--- config.mk ---
export PLATFORM = sky130hd
export DESIGN_NAME = regfile_scoreboard
export DESIGN_NICKNAME = d
export VERILOG_FILES = /design/src/rtl/regfile_scoreboard.sv
export SDC_FILE = /design/constraint.sdc
export NUM_CORES = 1
export LEC_CHECK = 0
export ABC_AREA = 1
export ABC_CLOCK_PERIOD_IN_PS = 1700
export CORE_MARGIN = 3
export CORE_UTILIZATION = 29
export CTS_CLUSTER_SIZE = 12
export DETAILED_ROUTE_END_ITERATION = 10
export DONT_BUFFER_PORTS = 1
export GPL_TIMING_DRIVEN = 0
export PLACE_DENSITY_LB_ADDON = 0.15
export SYNTH_ARGS = -nofsm -noshare
export SYNTH_HDL_FRONTEND = slang
export SYNTH_SLANG_ARGS = --single-unit
export TNS_END_PERCENT = 20
--- constraint.sdc ---
create_clock -name clk -period 1.7 [get_ports clk]
set_clock_uncertainty 0.2 [all_clocks]
set_input_delay 0.34 -clock clk [delete_from_list [all_inputs] [get_ports clk]]
set_output_delay 0.34 -clock clk [all_outputs]
set_load 0.02 [all_outputs]
--- src/rtl/regfile_scoreboard.sv ---
// Register file with per-register busy (pending producer) bits, two registered
// read ports with write bypass, and a one-register-per-cycle clear sweep FSM.
module regfile_scoreboard #(
  parameter int DATA_W  = 16,
  parameter int ADDR_W  = 3,
  parameter int ZERO_R0 = 0
) (
  input  logic              clk,
  input  logic              reset,
  input  logic              rd_en,
  input  logic [ADDR_W-1:0] rd_addr_a,
  input  logic [ADDR_W-1:0] rd_addr_b,
  output logic [DATA_W-1:0] rd_data_a,
  output logic [DATA_W-1:0] rd_data_b,
  output logic              rd_busy_a,
  output logic              rd_busy_b,
  output logic              rd_valid,
  input  logic              wr_en,
  input  logic [ADDR_W-1:0] wr_addr,
  input  logic [DATA_W-1:0] wr_data,
  input  logic              claim_en,
  input  logic [ADDR_W-1:0] claim_addr,
  input  logic              clr_req,
  output logic              clr_busy,
  output logic              dbg_state
);

  localparam int DEPTH = 2 ** ADDR_W;

  typedef enum logic {IDLE = 1'b0, SWEEP = 1'b1} state_t;

  state_t            state, state_nxt;
  logic [ADDR_W-1:0] idx;
  logic [DATA_W-1:0] mem [DEPTH];
  logic [DEPTH-1:0]  busy, busy_upd, busy_nxt;
  logic              sweep_en, wr_eff, claim_eff;
  logic [DATA_W-1:0] byp_data_a, byp_data_b;
  logic              byp_busy_a, byp_busy_b;

  function automatic logic is_r0(input logic [ADDR_W-1:0] a);
    return (ZERO_R0 != 0) && (a == '0);
  endfunction

  always_ff @(posedge clk or negedge reset) begin
    if (!reset) state <= IDLE;
    else        state <= state_nxt;
  end

  always_comb begin
    state_nxt = state;
    case (state)
      IDLE:    if (clr_req) state_nxt = SWEEP;
      SWEEP:   if (idx == '1) state_nxt = IDLE;
      default: state_nxt = IDLE;
    endcase
  end

  always_comb begin
    sweep_en  = (state == SWEEP);
    clr_busy  = sweep_en;
    dbg_state = (state == SWEEP);
  end

  always_ff @(posedge clk or negedge reset) begin
    if (!reset)        idx <= '0;
    else if (sweep_en) idx <= idx + ADDR_W'(1);
    else               idx <= '0;
  end

  // Producers are locked out while the sweep owns the array.
  always_comb begin
    wr_eff    = wr_en    && !sweep_en && !is_r0(wr_addr);
    claim_eff = claim_en && !sweep_en && !is_r0(claim_addr);
  end

  // busy_upd is what readers see (claim wins over write); the sweep only
  // affects the stored value so reads during a sweep show current contents.
  always_comb begin
    busy_upd = busy;
    if (wr_eff)    busy_upd[wr_addr]    = 1'b0;
    if (claim_eff) busy_upd[claim_addr] = 1'b1;
    busy_nxt = busy_upd;
    if (sweep_en)     busy_nxt[idx] = 1'b0;
    if (ZERO_R0 != 0) busy_nxt[0]   = 1'b0;
  end

  always_ff @(posedge clk or negedge reset) begin
    if (!reset) begin
      for (int i = 0; i < DEPTH; i++) mem[i] <= '0;
      busy <= '0;
    end else begin
      for (int i = 0; i < DEPTH; i++) begin
        if (sweep_en && idx == ADDR_W'(i))
          mem[i] <= '0;
        else if (wr_eff && wr_addr == ADDR_W'(i))
          mem[i] <= wr_data;
      end
      busy <= busy_nxt;
    end
  end

  always_comb begin
    byp_data_a = '0;
    byp_busy_a = 1'b0;
    if (!is_r0(rd_addr_a)) begin
      byp_data_a = (wr_eff && wr_addr == rd_addr_a) ? wr_data : mem[rd_addr_a];
      byp_busy_a = busy_upd[rd_addr_a];
    end
  end

  always_comb begin
    byp_data_b = '0;
    byp_busy_b = 1'b0;
    if (!is_r0(rd_addr_b)) begin
      byp_data_b = (wr_eff && wr_addr == rd_addr_b) ? wr_data : mem[rd_addr_b];
      byp_busy_b = busy_upd[rd_addr_b];
    end
  end

  always_ff @(posedge clk or negedge reset) begin
    if (!reset) begin
      rd_data_a <= '0;
      rd_data_b <= '0;
      rd_busy_a <= 1'b0;
      rd_busy_b <= 1'b0;
      rd_valid  <= 1'b0;
    end else begin
      rd_valid <= rd_en;
      if (rd_en) begin
        rd_data_a <= byp_data_a;
        rd_data_b <= byp_data_b;
        rd_busy_a <= byp_busy_a;
        rd_busy_b <= byp_busy_b;
      end
    end
  end

endmodule

==> qor.csv <==
metric,value,unit
status,finished with violations,
violations,"negative hold slack, negative setup slack",
nNetsFinal,1271,
cp_cell_sequence,buf_2 -> clkbuf_1 -> a21oi_1 -> o21ai_0 -> nand3_1 -> nand3_2 -> a31oi_1,
die_area,0.0340,mm^2
dr.pass1.iters,8,
synth-seq-cells,175,
drcViolationCount,0,
rsz0062_at_grt,yes,
final_common_cell,dfrtp_1,
root_buffer,clkbuf_16,
clock.fmax,501,MHz
detail-route-antenna-nets,0,
fillers,3230,
pwr-share-clk,27.3,%
critPathLaunchType,input port,
worst_ep_arrival_time,2090,ps
ir_drop,0.000741,V
synth_xor_area_share,0,%
grtUsageTotal,24.6,%
cts_tree,done,
post-route-min-period,2000,ps
clockBufferDepth,2,
drive_gt1_share,17.4,%
synthAdderAreaFrac,0.813,%
synth_compound_area_share,25.1,%
placed_cells,1562,
synthTopCellsByArea,"dfrtp_1 47%, o21ai_0 11%, nand3_1 9.2%",
cp_slowest_cell,clkbuf_1,
yosys.area.top_type_share,47.4,%
gr-total-overflow,0,
drt_iter0_drc,1060,
post_drt_via_cell_ratio,5.84,
syn_area_per_cell,7.92,um^2
postLayoutCoreUtil,37.3,%
comb_power_share,30.7,%
multiInputGateArea,0.00455,mm^2
grt_pass1_wl,61.6,mm
relSlewSlack,37.7,%
regArea,0.00438,mm^2
grt_max_degree,176,
pwr_density_cell,1270,mW/mm^2
cpPeakStageDelay,630,ps
start_util,29.8,%
area_delta_synth_final,25.2,%
wl_per_cell,26.0,um
holdBufCountCts,20,
holdWs,-621,ps
core,0.0310,mm^2
muxShareOfSynthArea,0,%
syn-instance-count,1166,
hp-class,in2async,
fin_cells,1640,
leakage,5.10,nW
num_vias,9580,
period_share,117,%
max_cap_violations,0,
final_max_slew_viol_count,0,
setup_viol,135,
p_sw_share,39.3,%
final_cell_mix,"172 x dfrtp_1, 168 x o21ai_0, 133 x nand3_1, 105 x nand2_1, 94 x inv_1",
synth_simple_gate_area_share,17.9,%
internal-power,0.00892,W
ys_types,29,
critPathKind,in2reg,
syn-cell-area,0.00923,mm^2
n_antenna_cell,0,
endpoint_kind,flop,
hold_violations,175,
drt_wl_total,42.6,mm
cp_max_fo,10,
antenna_found_initial,0,
synth_fp_nets,1206,
dp_hpwl,28.6,mm
p_switching,0.00578,W
pin_count,71,
insertion_delay,460,ps
first_global_vias,9201,
required,1790,ps
dieHeight,184,um
rows,64,
portBuffers,0,
yosysTopAreaCell,dfrtp_1,
yosysSeqAreaShare,47.4,%
place_congestion,0.913,
die_x,184,um
final.setup.worst_slack,-297,ps
worst_pin_slew,934,ps
cts_made_buffers,17,
yosysWarnings,0,
synth_top_family_by_area,compound AO/OA/AOI/OAI gates,
clkTransAtPathRegs,80,ps
sequentialPowerShare,42.0,%
detailedPlace.worstSlack,-734,ps
cts_sinks,175,
htreeDepth,4,
total_power,0.0147,W
layout make-up:
cell class / instances / area share (%)
multi-input combinational: 799 / 39.4
sequential: 175 / 37.9
clock inverter: 13 / 1.11
timing repair inverter: 1 / 0.141
inverter: 100 / 3.36
tap: 396 / 4.29
buffer: 92 / 5.69
clock buffer: 19 / 3.83
timing repair buffer: 45 / 4.28
flip-flops by register name (all words and copies together) (netlist names):
signal     count
rd_data_a     16
rd_data_b     16
rd_busy_a      1
idx            3
busy           8
mem          128
rd_valid       1
clr_busy       1
rd_busy_b      1
metal layers:
metal  track usage, %  part of all wire [%]
met5                0                     0
met4             8.77                   3.3
met3             5.13                   7.7
met2             37.7                    45
met1             34.4                    44
through the flow:
step / instance area, um^2 / setup TNS, ps
after floorplan: 9230 / 0
after global placement: 9730 / -59160
after detailed placement: 9730 / -60530
after CTS: 10700 / -24810
after global routing: 11600 / -28530
final: 11600 / -17730
worst max-delay path, delay by kind of cell:
family	cells	cell delay, ps
buffers and inverters	2	900
AND/OR/NAND/NOR	2	460
AO/OA/AOI/OAI	3	380
worst paths after layout:
check	start	endpoint	slack (ps)	cells past startpoint
worst max-delay path	rd_addr_a[0]	rd_data_a[8]	-300	7
worst min-delay path	reset	mem[26]	-620	0
worst min register to register	mem[19]	mem[19]	330	2
min in group clk	claim_addr[1]	busy[7]	20	4
max in group asynchronous	reset	idx[2]	1190	0
worst max register to register	clr_busy	rd_data_a[4]	-290	9
cell usage after synthesis:
| library cell | count |
|---|---|
| o21ai_0 | 203 |
| a21oi_1 | 75 |
| a22oi_1 | 8 |
| buf_1 | 3 |
| nand3_1 | 169 |
| o21a_1 | 1 |
| nand4_1 | 4 |
| o21ai_1 | 16 |
| clkbuf_2 | 1 |
| nand2_1 | 127 |
| nor2_1 | 66 |
| nor2_4 | 1 |
| nor2_2 | 1 |
| inv_2 | 2 |
| o211ai_1 | 36 |
| clkinv_1 | 3 |
| a21oi_2 | 1 |
| o21bai_1 | 1 |
| o22ai_1 | 61 |
| nand2_2 | 3 |
| buf_4 | 5 |
| buf_6 | 2 |
| nand3_2 | 2 |
| clkbuf_1 | 41 |
| inv_1 | 95 |
| ha_1 | 6 |
| buf_2 | 40 |
| dfrtp_1 | 175 |
| a31oi_1 | 18 |
what timing repair did:
item / CTS / global route
hold endpoints to repair: 217 / 175
cloned: 0 / 3
endpoints found under the setup margin: 161 / 152
setup buffers: 1 / 22
pin swaps: 9 / 30
gates resized for setup: 65 / 191
cells by family (layout without fill, tap and decap cells):
group,count (synthesis),after routing
adders and majority gates,6,6
AOI/OAI and AO/OA,420,420
and+or+nand+nor,373,373
buffers and inverters,192,270
DFF,175,175
power by group through the flow:
stage	combinational (W)	sequential, W	clock, W
detailed placement	0.00372	0.00620	0
floorplan	0.00256	0.00595	0
finish	0.00451	0.00618	0.00401
global route	0.00492	0.00631	0.00422
CTS	0.00395	0.00613	0.00405
global placement	0.00368	0.00619	0
Note: power is estimated with default switching activity, not from simulation.
